### src/rtl/alu_arbiter_if.sv
// Bus bundle between the SoC requesters, the shared-ALU arbiter and the ALU itself.
// ALU_ARB_FLAGS_EN adds the rsp_zero / rsp_carry response flags.
`default_nettype none

`ifndef DATA_BUS_LEN
`define DATA_BUS_LEN 8
`endif

interface alu_arbiter_if #(
    parameter int NUM_REQ = 4,
    parameter int DW      = `DATA_BUS_LEN
);
    logic [NUM_REQ-1:0]    req_valid;
    logic [NUM_REQ-1:0]    req_ready;
    logic [3*NUM_REQ-1:0]  req_op;
    logic [DW*NUM_REQ-1:0] req_var1;
    logic [DW*NUM_REQ-1:0] req_var2;

    logic [2:0]            alu_operation;
    logic [DW-1:0]         alu_var1;
    logic [DW-1:0]         alu_var2;
    logic [DW-1:0]         alu_accumulator;

    logic [NUM_REQ-1:0]    rsp_valid;
    logic [NUM_REQ-1:0]    rsp_ready;
    logic [DW-1:0]         rsp_data;
    logic                  busy;
`ifdef ALU_ARB_FLAGS_EN
    logic                  rsp_zero;
    logic                  rsp_carry;
`endif

    // Requesters plus the ALU model sit on the master side.
    modport master (
        output req_valid, req_op, req_var1, req_var2, alu_accumulator, rsp_ready,
        input  req_ready, alu_operation, alu_var1, alu_var2, rsp_valid, rsp_data, busy
`ifdef ALU_ARB_FLAGS_EN
        , input rsp_zero, rsp_carry
`endif
    );

    modport slave (
        input  req_valid, req_op, req_var1, req_var2, alu_accumulator, rsp_ready,
        output req_ready, alu_operation, alu_var1, alu_var2, rsp_valid, rsp_data, busy
`ifdef ALU_ARB_FLAGS_EN
        , output rsp_zero, rsp_carry
`endif
    );
endinterface

`default_nettype wire

### src/rtl/alu_arbiter.sv
// ============================================================================
// Module   : alu_arbiter
// Function : round-robin sharing of one combinational ALU among NUM_REQ
//            requesters; optional result flags under macro ALU_ARB_FLAGS_EN
// Revision : 1.0  initial release
// ============================================================================
`default_nettype none

`ifndef DATA_BUS_LEN
`define DATA_BUS_LEN 8
`endif

module alu_arbiter #(
    parameter int NUM_REQ = 4,
    parameter int DW      = `DATA_BUS_LEN
) (
    input  wire logic      clk,
    input  wire logic      rst,
    alu_arbiter_if.slave   bus
);

    localparam int              c_iw     = (NUM_REQ > 1) ? $clog2(NUM_REQ) : 1;
    localparam logic [c_iw:0]   c_num    = (c_iw+1)'(NUM_REQ);
    localparam logic [c_iw-1:0] c_last   = c_iw'(NUM_REQ - 1);
    localparam logic [2:0]      c_op_add = 3'b000;
    localparam logic [2:0]      c_op_sub = 3'b001;
    localparam logic [2:0]      c_op_nop = 3'b111;

    typedef enum logic [1:0] {
        ST_IDLE = 2'd0,
        ST_EXEC = 2'd1,
        ST_RESP = 2'd2
    } state_t;

    state_t              r_state;
    logic [c_iw-1:0]     r_ptr;
    logic [c_iw-1:0]     r_gnt;
    logic [2:0]          r_alu_op;
    logic [DW-1:0]       r_alu_var1;
    logic [DW-1:0]       r_alu_var2;
    logic [NUM_REQ-1:0]  r_rsp_valid;
    logic [DW-1:0]       r_rsp_data;
    logic                r_busy;

    logic                w_found;
    logic [c_iw-1:0]     w_idx;
    logic [c_iw-1:0]     w_next_ptr;
    logic [NUM_REQ-1:0]  w_ready;
    logic [NUM_REQ-1:0]  w_gnt_onehot;
    logic [2:0]          w_sel_op;
    logic [DW-1:0]       w_sel_var1;
    logic [DW-1:0]       w_sel_var2;

    // First valid requester at or after the pointer, wrapping past NUM_REQ-1.
    always_comb begin
        logic [c_iw:0]   w_sum;
        logic [c_iw-1:0] w_j;
        w_found = 1'b0;
        w_idx   = '0;
        w_sum   = '0;
        w_j     = '0;
        for (int i = 0; i < NUM_REQ; i++) begin
            w_sum = {1'b0, r_ptr} + (c_iw+1)'(i);
            if (w_sum >= c_num) begin
                w_sum = w_sum - c_num;
            end
            w_j = w_sum[c_iw-1:0];
            if (!w_found && bus.req_valid[w_j]) begin
                w_found = 1'b1;
                w_idx   = w_j;
            end
        end
    end

    always_comb begin
        w_sel_op   = '0;
        w_sel_var1 = '0;
        w_sel_var2 = '0;
        for (int i = 0; i < NUM_REQ; i++) begin
            if (w_idx == c_iw'(i)) begin
                w_sel_op   = bus.req_op[3*i +: 3];
                w_sel_var1 = bus.req_var1[DW*i +: DW];
                w_sel_var2 = bus.req_var2[DW*i +: DW];
            end
        end
    end

    always_comb begin
        w_ready = '0;
        if ((r_state == ST_IDLE) && w_found && !rst) begin
            w_ready[w_idx] = 1'b1;
        end
    end

    always_comb begin
        w_gnt_onehot        = '0;
        w_gnt_onehot[r_gnt] = 1'b1;
    end

    assign w_next_ptr = (w_idx == c_last) ? '0 : w_idx + 1'b1;

`ifdef ALU_ARB_FLAGS_EN
    logic          r_rsp_carry;
    logic [DW:0]   w_add_full;
    logic          w_carry;

    // Carry comes from the latched operands, not from the ALU.
    assign w_add_full = {1'b0, r_alu_var1} + {1'b0, r_alu_var2};
    assign w_carry    = (r_alu_op == c_op_add) ? w_add_full[DW] :
                        (r_alu_op == c_op_sub) ? (r_alu_var1 < r_alu_var2) : 1'b0;
`endif

    always_ff @(posedge clk or posedge rst) begin
        if (rst) begin
            r_state     <= ST_IDLE;
            r_ptr       <= '0;
            r_gnt       <= '0;
            r_alu_op    <= c_op_nop;
            r_alu_var1  <= '0;
            r_alu_var2  <= '0;
            r_rsp_valid <= '0;
            r_rsp_data  <= '0;
            r_busy      <= 1'b0;
`ifdef ALU_ARB_FLAGS_EN
            r_rsp_carry <= 1'b0;
`endif
        end else begin
            case (r_state)
                ST_IDLE: begin
                    if (w_found) begin
                        r_alu_op   <= w_sel_op;
                        r_alu_var1 <= w_sel_var1;
                        r_alu_var2 <= w_sel_var2;
                        r_gnt      <= w_idx;
                        r_ptr      <= w_next_ptr;
                        r_busy     <= 1'b1;
                        r_state    <= ST_EXEC;
                    end
                end
                ST_EXEC: begin
                    r_rsp_data  <= bus.alu_accumulator;
                    r_rsp_valid <= w_gnt_onehot;
`ifdef ALU_ARB_FLAGS_EN
                    r_rsp_carry <= w_carry;
`endif
                    r_state     <= ST_RESP;
                end
                ST_RESP: begin
                    if (bus.rsp_ready[r_gnt]) begin
                        r_rsp_valid <= '0;
                        r_alu_op    <= c_op_nop;
                        r_busy      <= 1'b0;
                        r_state     <= ST_IDLE;
                    end
                end
                default: begin
                    r_state <= ST_IDLE;
                end
            endcase
        end
    end

    assign bus.req_ready     = w_ready;
    assign bus.alu_operation = r_alu_op;
    assign bus.alu_var1      = r_alu_var1;
    assign bus.alu_var2      = r_alu_var2;
    assign bus.rsp_valid     = r_rsp_valid;
    assign bus.rsp_data      = r_rsp_data;
    assign bus.busy          = r_busy;
`ifdef ALU_ARB_FLAGS_EN
    assign bus.rsp_zero      = (r_rsp_data == '0);
    assign bus.rsp_carry     = r_rsp_carry;
`endif

endmodule

`default_nettype wire

### src/flat_wrapper.sv
// flat-port wrapper written by rule: the top's interface ports become plain ports
module alu_arbiter_flat 
#(
    parameter int NUM_REQ = 4,
    parameter int DW      = `DATA_BUS_LEN
)
  (clk, rst, bus_req_valid, bus_req_op, bus_req_var1, bus_req_var2, bus_alu_accumulator, bus_rsp_ready, bus_req_ready, bus_alu_operation, bus_alu_var1, bus_alu_var2, bus_rsp_valid, bus_rsp_data, bus_busy);
  alu_arbiter_if #(.NUM_REQ(NUM_REQ), .DW(DW)) bus_i ();
  input  wire logic clk;
  input  wire logic rst;
  input wire logic [$bits(bus_i.req_valid)-1:0] bus_req_valid;
  input wire logic [$bits(bus_i.req_op)-1:0] bus_req_op;
  input wire logic [$bits(bus_i.req_var1)-1:0] bus_req_var1;
  input wire logic [$bits(bus_i.req_var2)-1:0] bus_req_var2;
  input wire logic [$bits(bus_i.alu_accumulator)-1:0] bus_alu_accumulator;
  input wire logic [$bits(bus_i.rsp_ready)-1:0] bus_rsp_ready;
  output wire logic [$bits(bus_i.req_ready)-1:0] bus_req_ready;
  output wire logic [$bits(bus_i.alu_operation)-1:0] bus_alu_operation;
  output wire logic [$bits(bus_i.alu_var1)-1:0] bus_alu_var1;
  output wire logic [$bits(bus_i.alu_var2)-1:0] bus_alu_var2;
  output wire logic [$bits(bus_i.rsp_valid)-1:0] bus_rsp_valid;
  output wire logic [$bits(bus_i.rsp_data)-1:0] bus_rsp_data;
  output wire logic [$bits(bus_i.busy)-1:0] bus_busy;
  assign bus_i.req_valid = bus_req_valid;
  assign bus_i.req_op = bus_req_op;
  assign bus_i.req_var1 = bus_req_var1;
  assign bus_i.req_var2 = bus_req_var2;
  assign bus_i.alu_accumulator = bus_alu_accumulator;
  assign bus_i.rsp_ready = bus_rsp_ready;
  assign bus_req_ready = bus_i.req_ready;
  assign bus_alu_operation = bus_i.alu_operation;
  assign bus_alu_var1 = bus_i.alu_var1;
  assign bus_alu_var2 = bus_i.alu_var2;
  assign bus_rsp_valid = bus_i.rsp_valid;
  assign bus_rsp_data = bus_i.rsp_data;
  assign bus_busy = bus_i.busy;
  alu_arbiter #(.NUM_REQ(NUM_REQ), .DW(DW)) u_core (.clk(clk), .rst(rst), .bus(bus_i));
endmodule
### config.mk
export PLATFORM = sky130hd
export DESIGN_NAME = alu_arbiter_flat
export DESIGN_NICKNAME = d
export VERILOG_FILES = /design/src/rtl/alu_arbiter_if.sv /design/src/rtl/alu_arbiter.sv /design/src/flat_wrapper.sv
export SDC_FILE = /design/constraint.sdc
export NUM_CORES = 1
export LEC_CHECK = 0
export ABC_AREA = 1
export CORE_ASPECT_RATIO = 0.75
export CORE_UTILIZATION = 29
export CTS_CLUSTER_DIAMETER = 50
export DETAILED_ROUTE_END_ITERATION = 8
export PLACE_DENSITY_LB_ADDON = 0.08
export SLEW_MARGIN = 20
export SYNTH_ARGS = -nofsm -noshare
export SYNTH_HDL_FRONTEND = slang
export SYNTH_SLANG_ARGS = --single-unit
### constraint.sdc
create_clock -name clk -period 4.2 [get_ports clk]
set_input_delay 0.63 -clock clk [delete_from_list [all_inputs] [get_ports clk]]
set_output_delay 0.63 -clock clk [all_outputs]
set_load 0.02 [all_outputs]
# --- After elaboration in Yosys (flattened, before gate mapping) ---
# Index checks and enable logic that the tools add are counted.
totals:
  ff_bits: 38
  inputBits: 94
classes:
  add_sub_neg: 8
  n_lt_le_gt_ge: 12
  n_eq_ne: 7
  mux: 51
  n_reduce_logical: 19
op_table:
  columns: ["op", "n"]
  rows:
  - ["$mux 8", 8]
  - ["$mux 2", 11]
  - ["$lt 2x3->1 const B", 6]
  - ["$mux 3", 6]
  - ["$mux 1", 13]
  - ["$bmux 1 s2", 5]
  - ["$ge 3x3->1 const B", 3]
  - ["$mux 4", 2]
  - ["$pmux 4 s2", 1]
  - ["$sub 2x1->2 const B", 4]
  - ["$logic_and 1x1->1", 7]
  - ["$add 2x2->3 const B", 2]
  - ["$eq 2x2->1 const B", 3]
  - ["$pmux 2 s3", 1]
  - ["$pmux 3 s2", 1]
  - ["$reduce_and 2->1", 3]
  - ["$demux 1 s2", 2]
  - ["$eq 2x1->1 const B", 2]
  - ["$ge 2x1->1 const B", 2]
  - ["$logic_not 1->1", 4]
  - ["$logic_not 2->1", 2]
  - ["$ne 2x1->1 const B", 2]
  - ["$reduce_bool 2->1", 2]
  - ["$add 2x1->3 const B", 1]
  - ["other kinds (4)", 4]

# --- Logic depth before layout (Yosys ltp) ---
# Gate-level depths: netlist (run 1).
depth:
  word_depth: 21
  depth_mapped: 21
  depth_no_buf: 19

# --- Least setup slack after synthesis (run 1) ---
# No wires, ideal clock.
synth_timing:
  path_type: "input to output"
  from: "in bus_req_valid[3]"
  to: "out bus_req_ready[3]"
  t_arrival_ns: 2.170
  required_time_ns: 3.570
  setup_slack_ns: 1.400
  stages: 13
  n_path_buf: 1
  cell_sequence: "inv_1 nand2_1 nand3_1 nand2_1 nor2_4 nand3_1 nand3_1 nand2_1 inv_1 ha_1 clkbuf_1 inv_1 nor2_1"
synth_between:
  elab_chain_cells: 17
  elab_cells_between_ends: 30
  classes_between: "order compare: 2; mux: 19; reduce/logical: 9"
synth_rtl:
  columns: ["item", "line", "rtl"]
  rows:
  - ["start, declared", "flat_wrapper.sv:11", "input wire logic [$bits(bus_i.req_valid)-1:0] bus_req_valid;"]
  - ["$bmux 1 s2", "alu_arbiter.sv:68", "if (!w_found && bus.req_valid[w_j]) begin"]
  - ["$mux 1 (not written as such)", "alu_arbiter.sv:68", null]
  - ["$mux 1", "alu_arbiter.sv:68", null]
  - ["$logic_not 1->1", "alu_arbiter.sv:68", null]
  - ["$logic_and 1x1->1", "alu_arbiter.sv:68", null]
  - ["$mux 1", "alu_arbiter.sv:68", null]
  - ["$logic_not 1->1", "alu_arbiter.sv:68", null]
  - ["$logic_and 1x1->1", "alu_arbiter.sv:68", null]
  - ["[... 2 more ...]", null, null]
  - ["$logic_and 1x1->1", "alu_arbiter.sv:68", null]
  - ["$mux 2 (*)", "alu_arbiter.sv:68", null]
  - ["named net u_core.w_idx[1]", "alu_arbiter.sv:46", "logic [c_iw-1:0] w_idx;"]
  - ["$lt 2x3->1 (not written as such) or $ge 2x1->1 (tied branches)", "alu_arbiter.sv:91", "w_ready[w_idx] = 1'b1;"]
  - ["$logic_and 1x1->1 (not written as such)", "alu_arbiter.sv:91", null]
  - ["$mux 1 (not written as such)", "alu_arbiter.sv:91", null]
  - ["$demux 1 s2 (*)", null, null]
  - ["$mux 4 (*)", "alu_arbiter.sv:90", "if ((r_state == ST_IDLE) && w_found && !rst) begin"]
  - ["end, declared", "flat_wrapper.sv:17", "output wire logic [$bits(bus_i.req_ready)-1:0] bus_req_ready;"]
# Mark *: on every way through the listed nets, which the timed path passes. The rest lies on a longest branch. The select of a mux whose other input is x is not followed.

# --- Worst setup path after layout (run 1) ---
layout_timing:
  from: "in bus_req_valid[1]"
  to: "out bus_req_ready[3]"
layout_between:
  elab_chain_cells: 17
  elab_cells_between_ends: 30
  classes_between: "order compare: 2; mux: 19; reduce/logical: 9"
layout_rtl:
  columns: ["item", "line"]
  rows:
  - ["$bmux 1 s2", "alu_arbiter.sv:68"]
  - ["$mux 1 (not written as such)", "alu_arbiter.sv:68"]
  - ["$mux 1", "alu_arbiter.sv:68"]
  - ["$logic_not 1->1", "alu_arbiter.sv:68"]
  - ["$logic_and 1x1->1", "alu_arbiter.sv:68"]
  - ["$mux 1", "alu_arbiter.sv:68"]
  - ["$logic_not 1->1", "alu_arbiter.sv:68"]
  - ["$logic_and 1x1->1", "alu_arbiter.sv:68"]
  - ["$mux 1", "alu_arbiter.sv:68"]
  - ["$logic_not 1->1", "alu_arbiter.sv:68"]
  - ["$logic_and 1x1->1", "alu_arbiter.sv:68"]
  - ["$mux 2", "alu_arbiter.sv:68"]
  - ["$lt 2x3->1 (not written as such) or $ge 2x1->1 (tied branches)", "alu_arbiter.sv:91"]
  - ["$logic_and 1x1->1 (not written as such)", "alu_arbiter.sv:91"]
  - ["$mux 1 (not written as such)", "alu_arbiter.sv:91"]
  - ["$demux 1 s2", null]
  - ["$mux 4 (*)", "alu_arbiter.sv:90"]
# Mark *: on every way between the ends. The rest lies on a longest branch, timed or not. The select of a mux whose other input is x is not followed.

==> impl_metrics.toml, run 1 <==
[outcome]
status = "finished clean"

[cts]
post_cts_resize_count = 0
clockBufferDepth = 2
postCtsSetupBuffers = 0
clock_insertion_delay_worst_skew_ps = 280
root_buffer = "sky130_fd_sc_hd__clkbuf_16"
numCtsBuffers = 5
h_tree_levels = 2
cts_hold_buffers = 0
cts_tree = "built"
worst_setup_hold_path_clk_slew_ps = 50
number_of_clock_sinks = 38

[route]
route.vias.total = 2714
vias_per_cell = 4.52
initialDrtViolationCount = 77
drt.antenna.violating_nets = 0
detail_route.wl_per_cell_um = 12.9
drt_drc_violations_left = 0
postRouteWirelength_um = 7760
drtPass1Iterations = 4

[yosys]
syn-mean-instance-area_um2 = 6.63
synth_seq_area_share_pct = 38.9
synthCells = 370
synth.area.top_cells = "sky130_fd_sc_hd__dfrtp_1 (36%), sky130_fd_sc_hd__nand2_1 (27%), sky130_fd_sc_hd__o21ai_0 (7.1%), sky130_fd_sc_hd__a21oi_1 (4.5%), sky130_fd_sc_hd__inv_1 (3.5%)"
synthDominantCellAreaShare_pct = 35.7
postSynthNetCount = 468
ys.warnings.count = 0
synth.largest_area_cell = "sky130_fd_sc_hd__dfrtp_1"
post_synth_num_cell_types = 26
ys_ff_latch = 38
netlist_area_mm2 = 0.00245

[worst_hold_path]
min_from = "u_core.bus.alu_operation[2]"
min_delay_path_depth = 2
min_path_type = "register to register"
hold_ep = "u_core.bus.alu_operation[2]"

[floorplanning]
num_rows = 28
initial_utilization_pct = 30.4
die_area_mm2 = 0.00883
io_pins = 130
die_width_um = 108
coreArea_mm2 = 0.00806
die_h_um = 81.6

[global_route]
gr-usage-all-layers_pct = 17.8
pin_count_of_the_biggest_net_entering_global_routing = 39
first_global_vias = 2568
grt_first_pass_wirelength_um = 12000
grt_antenna_before_repair = 0
globalRoute.totalOverflow = 0

[setup_path]
timing.rr.start = "u_core.r_ptr[0]"
rr_worst_depth = 17
worst-endpoint-arrival_ps = 3060
setup.worst_path.start_class = "input port"
critical_path.endpoint_type = "primary output"
setup.reg_to_reg.worst_slack_ps = 1230
cp.required_ps = 3570
worstPathMaxFanout = 22
critical_path.reg2reg.endpoint = "u_core.bus.alu_var2[0]"
timing_worst_setup_path_type = "input port to primary output"

[placement]
preCtsSetupSlack_ps = 487
detailedPlacementHpwl_um = 5880
placedCellCount = 592
quantity_of_i_o_buffers_inserted_on_ports = 129
globalplace.congestion = 0.850
placed_cell_area_mm2 = 0.00382

[timing]
worst_clock_skew_ps = 2.58
finalCritPeriodShare_pct = 87.9
rsz_0062_raised_after_global_routing = "no"
post_layout_minimum_cycle_time_ps = 3690
max_slew_margin_pct = 51.1
worst_slack_ps = 508
hold_viol_final = 0
slew_violations = 0
fin_setup_tns_ps = 0
max_freq_mhz = 271
worst-slew-pin-transition_ps = 731
finalHoldWorstSlack_ps = 463
setup_viol_count_final = 0

[pwr]
power_density_mw_per_mm2 = 960
leakage_power_total_nw = 1.88
fin_total_pwr_mw = 3.81
power.ir.vdd_worst_uv = 301

[finish]
area_added_between_synthesis_and_finish_pct = 61.6
final_layout_size_suffix_gt1_share_pct = 6.46
stdcell_area_mm2 = 0.00396
stdcell_count = 600
final_net_count = 592
antenna_diode_count = 0
fillerInstances = 830
final-seq-area_um2 = 955
multi_input_comb_area_mm2 = 0.00129
post-route-util_pct = 49.2

[job]
count_of_max_cap_constraint_violations = 0
how the worst max path moves through the flow:
stage                      from               end
2_1_floorplan  bus_req_valid[3]  bus_req_ready[3]
3_3_place_gp   bus_req_valid[1]  bus_req_ready[3]
3_5_place_dp   bus_req_valid[1]  bus_req_ready[3]
4_1_cts        bus_req_valid[1]  bus_req_ready[3]
5_1_grt        bus_req_valid[1]  bus_req_ready[3]
6_report       bus_req_valid[1]  bus_req_ready[3]
layer usage:
metal  vias to the layer above  share of wire (%)  global-route usage, %
met5                         -                  0                      0
met3                         5                8.0                   6.43
met2                        81                 50                   32.2
met4                         0               0.46                   4.52
li1                       1420                  -                      -
met1                      1208                 42                   20.1
kinds of logic after synthesis:
group,share of synthesized area (%)
flip-flops,38.9
AND/OR/NAND/NOR,36.9
AO/OA/AOI/OAI,13.6
buffers and inverters,8.52
adder cells (fa/ha/maj),2.04
worst max-delay path: stages:
cell and delay, ps:
sky130_fd_sc_hd__clkdlybuf4s50_1 490, sky130_fd_sc_hd__inv_1 50, sky130_fd_sc_hd__nand2_1 80, sky130_fd_sc_hd__nand2_1 70, sky130_fd_sc_hd__o21ai_1 160, sky130_fd_sc_hd__inv_1 110
sky130_fd_sc_hd__nand3_2 110, sky130_fd_sc_hd__nand2_4 170, sky130_fd_sc_hd__inv_4 260, sky130_fd_sc_hd__nand2_1 170, sky130_fd_sc_hd__nor2_1 110, sky130_fd_sc_hd__clkdlybuf4s50_1 630
cells in the mapped netlist (all sizes together):
cell type  number
nand2         185
o21ai          38
dfrtp          35
inv            26
a21oi          22
nand3          17
nor2           12
clkbuf         11
buf             7
nand4           5
ha              4
o211ai          4
dfstp           3
or2             1
registers in the layout, summed over array words and instances (netlist names):
| name | flops |
|---|---|
| u_core.bus.alu_var2 | 8 |
| u_core.bus.alu_operation | 3 |
| u_core.bus.alu_var1 | 8 |
| u_core.bus.rsp_data | 8 |
| u_core.r_state | 2 |
| u_core.r_gnt | 2 |
| u_core.r_ptr | 2 |
| u_core.bus.busy | 1 |
| u_core.bus.rsp_valid | 4 |
where the power goes:
part / total (mW) / internal (mW) / switching (mW)
clock network: 0.373 / 0.235 / 0.138
logic: 2.76 / 1.04 / 1.72
registers: 0.678 / 0.561 / 0.117
final cells by class:
type,count,area share [%]
timing repair buffer,135,33.7
multi-input combinational,288,32.5
sequential,38,24.1
clock buffer,7,3.60
tap,105,3.31
inverter,26,2.65
clock inverter,1,0.126
cells in the final DEF (no fill, tap or decap), drive strengths merged, types with 6 or more instances in the layout:
cell type,n
dfrtp,35
a21oi,22
nand3,17
clkbuf,7
clkdlybuf4s50,129
nand2,185
o21ai,38
buf,6
inv,25
nor2,12
No activity file was read; power rests on OpenSTA's default activity.
==> run 2, diff against run 1 <==
GPL_TIMING_DRIVEN = 0   (was not set)
==> impl_metrics.toml, run 2 (synthesis results as in run 1) <==
[setup_path]
worstPathMaxFanout = 10
timing_worst_setup_path_type = "input port to primary output"
critical_path.endpoint_type = "primary output"
worstPathCellList = "clkdlybuf4s50_1, inv_1, nand2_1, nand2_1, o21ai_1, inv_1, nand3_1, nand3_1, nand2_1, inv_1, ha_1, inv_1, clkbuf_1, nor2_1, clkdlybuf4s50_1"
worst-endpoint-arrival_ps = 3300
worst_path_max_delay_cell = "sky130_fd_sc_hd__clkdlybuf4s50_1"
setup.worst_path.start_class = "input port"
timing.critical_path.mode_cell = "sky130_fd_sc_hd__inv_1"
timing.critical_path.slowest_cell_delay_ps = 570
cp.required_ps = 3570

[cts]
worst_setup_hold_path_clk_slew_ps = 60
number_of_clock_sinks = 38
numCtsBuffers = 5
cts_tree = "built"
clock_insertion_delay_worst_skew_ps = 280
root_buffer = "sky130_fd_sc_hd__clkbuf_16"
postCtsSetupBuffers = 0
h_tree_levels = 2
clockBufferDepth = 2

[timing]
worst_clock_skew_ps = 2.45
fin_setup_tns_ps = 0
worst_slack_ps = 267
post_layout_minimum_cycle_time_ps = 3930
setup_viol_count_final = 0
finalCritPeriodShare_pct = 93.6
hold_viol_final = 0
rsz_0062_raised_after_global_routing = "no"
max_freq_mhz = 254
worst-slew-pin-transition_ps = 528
slew_violations = 0
max_slew_margin_pct = 64.8

[route]
initialDrtViolationCount = 98
drt.antenna.violating_nets = 0
drtPass1Iterations = 4
postRouteWirelength_um = 8250
route.vias.total = 2840
drt_drc_violations_left = 0
vias_per_cell = 4.64
detail_route.wl_per_cell_um = 13.5

[floorplanning]
initial_utilization_pct = 30.4
num_rows = 28
die_h_um = 81.6
io_pins = 130
die_width_um = 108
die_area_mm2 = 0.00883
coreArea_mm2 = 0.00806

[global_route]
pin_count_of_the_biggest_net_entering_global_routing = 29
gr-usage-all-layers_pct = 19.2
grt_first_pass_wirelength_um = 13000
grt_antenna_before_repair = 0
globalRoute.totalOverflow = 0
first_global_vias = 2866

[finish]
multi_input_comb_area_mm2 = 0.00129
final_net_count = 604
final_cell_mix = "sky130_fd_sc_hd__nand2_1 (178), sky130_fd_sc_hd__clkdlybuf4s50_1 (129), sky130_fd_sc_hd__o21ai_0 (35), sky130_fd_sc_hd__dfrtp_1 (35)"
final-seq-area_um2 = 955
stdcell_area_mm2 = 0.00409
antenna_diode_count = 0
most_common_cell_after_layout_fill_and_taps_aside = "sky130_fd_sc_hd__nand2_1"
fillerInstances = 839
final_layout_size_suffix_gt1_share_pct = 7.30
post-route-util_pct = 50.7
area_added_between_synthesis_and_finish_pct = 66.6

[placement]
preCtsSetupSlack_ps = 91.7
quantity_of_i_o_buffers_inserted_on_ports = 129
detailedPlacementHpwl_um = 6450
globalplace.congestion = 0.830
placed_cell_area_mm2 = 0.00389

[pwr]
power_density_mw_per_mm2 = 983
power.ir.vdd_worst_uv = 460
leakage_power_total_nw = 1.93

[worst_hold_path]
min_path_type = "register to register"

[outcome]
status = "finished clean"

[job]
count_of_max_cap_constraint_violations = 0
-- run 2: cell types whose count changed in the layout (fill, tap and decap cells not counted), sizes merged --
cell / change
clkinv: -1
inv: +1
clkbuf: +8
bufinv: +2
buf: +2
-- run 2: final cells by class --
| cell class | count | area share [%] |
|---|---|---|
| inverter | 26 | 2.57 |
| timing repair buffer | 130 | 32.1 |
| clock inverter | 3 | 1.68 |
| buffer | 17 | 2.48 |
| tap | 105 | 3.21 |
| sequential | 38 | 23.4 |
| multi-input combinational | 288 | 31.5 |
| clock buffer | 5 | 3.06 |
-- run 2: worst paths after layout --
path                                              from                          end  slack [ps]  depth (start not counted)
setup / recovery                      bus_req_valid[1]             bus_req_ready[2]         270                         15
hold / removal             u_core.bus.alu_operation[1]  u_core.bus.alu_operation[1]         460                          2
setup reg to reg                       u_core.r_ptr[0]       u_core.bus.alu_var2[1]        1210                         18
hold reg to reg            u_core.bus.alu_operation[1]  u_core.bus.alu_operation[1]         460                          2
max in group asynchronous                          rst  u_core.bus.alu_operation[2]        3070                          3
min in group asynchronous                          rst       u_core.bus.alu_var2[3]         610                          2
-- run 2: power by group --
part           total (mW)  internal [mW]  switching, mW
clock network       0.495          0.341          0.154
registers           0.663          0.561          0.102
logic                2.86           1.09           1.78
total                4.02           1.99           2.03
-- run 2: worst max-delay path: cells and delay by family --
family	cells	cell delay [ps]
buffers and inverters	7	1740
AND/OR/NAND/NOR	6	600
adder cells (fa/ha/maj)	1	190
AO/OA/AOI/OAI	1	150
-- run 2: metrics by stage --
step / cells / hold WS, ps / power (mW)
floorplan: 370 / 492 / 2.60
global placement: 604 / 454 / 3.49
detailed placement: 605 / 454 / 3.55
CTS: 613 / 464 / 4.06
global route: 612 / 504 / 4.43
finish: 612 / 462 / 4.02
-- run 2: repair_timing --
action / CTS / global route
endpoints found under the setup margin: 0 / 2
resized for setup: 0 / 2
hold buffers: 0 / 0
-- run 2: metal layers --
layer	track usage [%]	vias up	part of all wire, %
li1	-	1444	-
met3	6.51	4	7.4
met5	0	-	0
met2	35.5	83	49
met1	21.6	1309	43
met4	3.70	0	0.50
